--- config.mk ---
export PLATFORM = sky130hd
export DESIGN_NAME = usb_sie_tx
export DESIGN_NICKNAME = d
export VERILOG_FILES = /design/src/rtl/usb_sie_tx.sv
export SDC_FILE = /design/constraint.sdc
export NUM_CORES = 1
export LEC_CHECK = 0
export ABC_AREA = 1
export CAP_MARGIN = 20
export CORE_ASPECT_RATIO = 2
export CORE_MARGIN = 4
export CORE_UTILIZATION = 55
export CTS_CLUSTER_DIAMETER = 60
export DETAILED_ROUTE_END_ITERATION = 10
export GPL_ROUTABILITY_DRIVEN = 0
export PLACE_DENSITY_LB_ADDON = 0.12
export REMOVE_ABC_BUFFERS = 1
export SETUP_SLACK_MARGIN = 0.4
export SLEW_MARGIN = 20
export SYNTH_ARGS = -nofsm -noshare
export SYNTH_HDL_FRONTEND = slang
export SYNTH_SLANG_ARGS = --single-unit
--- constraint.sdc ---
create_clock -name clk -period 5.8 [get_ports clk]
set_clock_uncertainty 0.15 [all_clocks]
set_input_delay 1.74 -clock clk [delete_from_list [all_inputs] [get_ports clk]]
set_output_delay 1.74 -clock clk [all_outputs]
set_load 0.02 [all_outputs]
--- src/rtl/usb_sie_tx.sv ---
// usb_sie_tx: SIE transmit packetizer forming PID, payload and CRC16 onto the UTMI byte handshake
module usb_sie_tx #(
  parameter int MAX_PAYLOAD = 64
) (
  input  logic       clk,
  input  logic       rst,
  input  logic       pkt_start,
  input  logic [3:0] pkt_pid,
  input  logic       pkt_data,
  input  logic       pkt_zlp,
  input  logic [7:0] pl_data,
  input  logic       pl_valid,
  input  logic       pl_last,
  output logic       pl_ready,
  output logic       busy,
  output logic       done,
  output logic       err,
  output logic [7:0] data_out,
  output logic       tx_valid,
  input  logic       tx_ready
);
  localparam int CW = $clog2(MAX_PAYLOAD + 2);
  localparam logic [2:0] S_IDLE = 3'd0, S_PID = 3'd1, S_DATA = 3'd2, S_CRC_LO = 3'd3, S_CRC_HI = 3'd4;
  logic [2:0] state;
  logic [3:0] pid;
  logic is_data, zlp;
  logic [15:0] crc, crc_nxt;
  logic [CW-1:0] cnt;
  logic accept;
  assign tx_valid = state != S_IDLE;
  assign busy = tx_valid;
  assign accept = tx_valid & tx_ready;
  assign pl_ready = (state == S_DATA) & pl_valid & accept;
  assign data_out = state == S_PID    ? {~pid, pid} :
                    state == S_DATA   ? pl_data :
                    state == S_CRC_LO ? ~crc[7:0] :
                    state == S_CRC_HI ? ~crc[15:8] : 8'h00;
  // reflected CRC16 (0xA001), one payload byte per accept, LSB first
  always_comb begin
    crc_nxt = crc;
    for (int i = 0; i < 8; i++)
      crc_nxt = (crc_nxt[0] ^ pl_data[i]) ? ((crc_nxt >> 1) ^ 16'hA001) : (crc_nxt >> 1);
  end
  always_ff @(posedge clk or posedge rst) begin
    if (rst) begin
      state   <= S_IDLE;
      pid     <= 4'h0;
      is_data <= 1'b0;
      zlp     <= 1'b0;
      crc     <= 16'hFFFF;
      cnt     <= '0;
      done    <= 1'b0;
      err     <= 1'b0;
    end else begin
      done <= 1'b0;
      err  <= 1'b0;
      case (state)
        S_IDLE: if (pkt_start) begin
          pid     <= pkt_pid;
          is_data <= pkt_data;
          zlp     <= pkt_zlp;
          crc     <= 16'hFFFF;
          cnt     <= '0;
          state   <= S_PID;
        end
        S_PID: if (tx_ready) begin
          state <= !is_data ? S_IDLE : zlp ? S_CRC_LO : S_DATA;
          done  <= !is_data;
        end
        S_DATA: if (tx_ready) begin
          // a ready slot with no byte is an underrun; a byte past the limit is dropped
          if (!pl_valid || cnt == CW'(MAX_PAYLOAD)) begin
            err   <= 1'b1;
            state <= S_IDLE;
          end else begin
            crc <= crc_nxt;
            cnt <= cnt + 1'b1;
            if (pl_last) state <= S_CRC_LO;
          end
        end
        S_CRC_LO: if (tx_ready) state <= S_CRC_HI;
        S_CRC_HI: if (tx_ready) begin
          state <= S_IDLE;
          done  <= 1'b1;
        end
        default: state <= S_IDLE;
      endcase
    end
  end
endmodule

Word-level counts from Yosys, hierarchy flattened --
Index checks and enable logic that the tools add are counted.
Storage, ports and cells: bits in writable memories 0, memories kept 0, input port bits 20, output and inout port bits 13, bits in registers 34, ROM bits 0, bits in latches 0
Operators by class: bitwise logic cells 22, multiplexer cells 36, shifts and indexed selects 0, divide/modulo/power cells 0, reduce and logical (&&, ||, !) cells 9, equality and inequality tests 12, multiply operators 0, add/subtract/negate cells 1, magnitude comparators 0
Operator list (number):
- $mux 16 | 11
- $mux 8 | 4
- $pmux 16 s2 | 1
- $not 2->3 | 8
- $mux 3 | 7
- $mux 7 | 3
- $not 8->8 | 2
- $pmux 3 s5 | 1
- $pmux 7 s2 | 1
- $ne 2x2->1 const B | 6
- $xor 1x1->1 | 8
- $add 7x1->7 const B | 1
- $eq 7x7->1 const B | 1
- $eq 3x2->1 const B | 2
- $mux 1 | 6
- $reduce_and 6->1 | 1
- $not 4->4 | 1
- $reduce_and 4->1 | 1
- $and 1x1->1 | 3
- $eq 3x1->1 const B | 1
- $eq 3x3->1 const B | 1
- $logic_not 3->1 | 1
- $ne 3x2->1 const B | 1
- $reduce_bool 3->1 | 1
- 6 further kinds | 7

Depth between registers and ports, before layout --
Gate-level depths: netlist of run 1.
depth in word-level cells 19, gate-level depth with buffers 20

Worst setup path after synthesis of run 1 --
OpenSTA, ideal clock, no wires.
kind input to output, start input port tx_ready, end output port pl_ready, slack 1801 ps, stages on the path 2, arrival time 2109 ps, required time 3910 ps, path buffers 0, cells stage by stage nand2_1 nor2_1
On the way: cells in the longest elaborated chain, start to end 2
Ends and longest elaborated chain:
- start, declared | line 20 | input logic tx_ready
- $and 1x1->1 | line 32 | assign accept = tx_valid & tx_ready;
- $and 1x1->1 | line 33 | assign pl_ready = (state == S_DATA) & pl_valid & accept;
- end, declared | line 14 | output logic pl_ready,
No other way between the ends.

Final worst setup path of run 1 --
Same ends and word-level chain as after synthesis.

==> results of run 1 <==
==> Yosys cell counts <==
master    count  area [um^2]
a21boi_0      1         7.51
a21oi_1      19         95.1
a22oi_1       3         22.5
a311oi_1      1         8.76
a32oi_1       4         35.0
buf_2         1         5.00
buf_4         1         7.51
clkbuf_1      3         11.3
clkinv_1      1         3.75
dfrtp_1      18          450
dfstp_2      16          420
ha_1          2         25.0
inv_1        41          154
inv_2         3         11.3
mux2_2        1         11.3
nand2_1      56          210
nand2_2       6         37.5
nand3_1      14         70.1
nand3_2       3         30.0
nand4_1       1         6.26
nor2_1       16         60.1
nor2_2        1         6.26
nor3_1        3         15.0
nor3_2        1         10.0
nor3b_1       2         15.0
o21ai_0      20          100
o22ai_1       9         56.3
xnor2_1       3         26.3
xor2_1        6         52.6
xor2_2        1         16.3
==> cells in the final DEF, fill, tap and decap left out, drive strengths merged, types with 2 or more instances in the layout <==
master,count
nand3,17
inv,44
nor2,17
a21oi,19
nand2,62
xor2,7
clkbuf,8
xnor2,3
ha,2
nor3,4
o21ai,20
o22ai,9
a32oi,4
clkdlybuf4s50,32
dfstp,16
a22oi,3
nor3b,2
dfrtp,18
==> path summary, 6_finish.rpt <==
| kind | startpoint | end | slack, ns | cells after the start |
|---|---|---|---|---|
| min in group asynchronous | rst | pid[3] | 1.82 | 2 |
| hold reg to reg | zlp | zlp | 0.34 | 2 |
| max in group asynchronous | rst | crc[10] | 2.92 | 3 |
| hold / removal | zlp | zlp | 0.34 | 2 |
| setup / recovery | tx_ready | pl_ready | 0.79 | 4 |
| setup reg to reg | state[2] | cnt[6] | 3.21 | 10 |
==> logic make-up (layout without fill, tap and decap cells) <==
| logic type | count (synthesis) | after routing | synth area share (%) |
|---|---|---|---|
| simple gates | 103 | 103 | 23.2 |
| compound gates | 57 | 57 | 16.4 |
| buf+inv | 50 | 86 | 9.73 |
| flops | 34 | 34 | 44.0 |
| xor+xnor | 10 | 10 | 4.80 |
| fa+ha+maj | 2 | 2 | 1.26 |
| mux | 1 | 1 | 0.569 |
==> power groups by stage <==
stage,logic (W),clock network [W],registers [W]
6_report,0.000499,0.000168,0.000344
5_1_grt,0.000550,0.000184,0.000353
4_1_cts,0.000501,0.000169,0.000344
3_5_place_dp,0.000499,0,0.000348
3_3_place_gp,0.000493,0,0.000346
2_1_floorplan,0.000306,0,0.000339
==> registers in the layout, summed over array words and instances, names as in the netlist <==
name and cells:
cnt 7, zlp 1, is_data 1, pid 4, err 1, state 3
crc 16, done 1
==> worst max-delay path: stages <==
cell and delay, ns:
clkdlybuf4s50_1 0.53, nand2_1 0.13, nor2_1 0.11, clkdlybuf4s50_1 0.61
==> stage by stage <==
step                      std cells  power (W)  worst slack [ns]  hold slack, ns
after global routing            341    0.00109             0.702           0.355
after CTS                       341    0.00101             0.786           0.339
after global placement          333   0.000839             0.796           0.320
final                           341    0.00101             0.787           0.339
after detailed placement        333   0.000846             0.798           0.321
after floorplan                 252   0.000646              1.80           0.292
==> area by class of cell <==
type                            count  area (um^2)  share of cell area, %
Timing Repair Buffer               33          328                   13.5
Sequential cell                    34          871                   35.9
Tap cell                           48         60.1                   2.48
Inverter                           45          169                   6.97
Multi-Input combinational cell    173          917                   37.8
Clock buffer                        8         80.1                   3.30
==> metal layers <==
metal | part of all wire (%) | global-route usage (%) | vias up
met4 | 2.5 | 10.8 | 0
met2 | 56 | 41.3 | 42
met1 | 37 | 24.8 | 869
met3 | 4.4 | 4.03 | 8
li1 | - | - | 903
met5 | 0 | 0 | -
==> results by group, run 1 <==
Layout
  • Filler cells: 295
  • Final instance area: 2420 um^2
  • Proportion of layout cells with a drive suffix above 1: 13.0%
  • Syn-to-layout area delta: 22.4%
  • Nets@finish: 314
  • Ant diodes: 0
  • Post-Route Utilization: 71.0%

Pwr
  • Sequential share of power: 34.0%
  • VDD IR-drop max: 0.312 mV
  • P_sw: 0.000437 W
  • Leak Pwr: 1.14 nW
  • Switching Share: 43.3%
  • Comb pwr share: 49.3%
  • Cell Pwr Density: 417 nW/um^2
  • Clock share of power: 16.7%
  • Cell-internal power: 0.000574 W

Min path
  • HP Class: reg -> reg

GRT
  • Total congestion overflow: 0
  • First-pass GRT wire length: 8080 um
  • Largest net degree at the start of global routing: 26
  • Initial antenna violation count: 0
  • Vias in the first global route: 1,802
  • GRT Total Usage: 22.8%

Place
  • PortBufs: 32
  • DP HPWL: 3670 um
  • Placed Area: 2340 um^2

Synth
  • Mean Syn Cell Area: 7.71 um^2
  • Sequential fraction of the synthesis area: 44.0%
  • Synth warn: 0
  • Syn Std Cell Area: 1980 um^2
  • Syn Inst Count: 257
  • Unique masters post-synth: 30
  • FF+latch count, synth: 34

Die
  • Num ports: 33
  • Chip height: 92.9 um
  • Placeable Area: 3420 um^2
  • Area of the die: 4680 um^2
  • Row Count: 30
  • Initial Utilization: 58.0%
  • Die Wd: 50.4 um

Route
  • Final wirelength: 4780 um
  • Residual DRC: 0
  • Antenna Violating Nets Remaining: 0
  • 1st-iter DRT viols: 36
  • Via count: 1,822
  • 1st-pass router iterations: 4
  • Vias per cell: 5.34
  • WL/cell: 14.0 um

Worst setup path
  • Critical path peak fanout: 5
  • Critical Path Start Type: input pin
  • WS Path Type: in -> out
  • WP data arrival: 3.12 ns
  • Required time of the critical path: 3.91 ns
  • Critical Path End Type: output port

Flow run
  • Max Cap Viol: 0

STA
  • Unrepaired setup endpoints after global routing: false
  • Sum of negative setup slack: 0 ns
  • Finish-stage setup viols: 0
  • Maximum operating frequency: 0.199 GHz
  • Min cycle time layout: 5.01 ns
  • Max-slew violation count: 0
  • Slew headroom: 38.2%
  • Tcrit/Tclk final: 86.4%
  • Tightest Pin Transition: 0.926 ns
  • Final Hold Fails: 0

Clock network
  • Clk Latency, worst-skew pair: 0.28 ns
  • Root Buffer: clkbuf_8
  • Post-CTS Setup Bufs: 0
  • Inserted Clock Buffers: 5
  • H-Tree Depth: 2
  • CTS clk-pin slew, worst paths: 0.07 ns
  • CTS resizes: 0
  • Max clock buf depth: 2
  • CTS sink count: 34
  • Cts hold-fix bufs: 0
  • CTS tree: yes

Run status
  • Status: complete, no violations
Note: power is estimated with default switching activity, not from simulation.
==> run 2, diff against run 1 <==
- CTS_CLUSTER_DIAMETER: 60 -> default
==> results of run 2 <==
No change in the layout: final DEF, timing and power equal those of run 1.
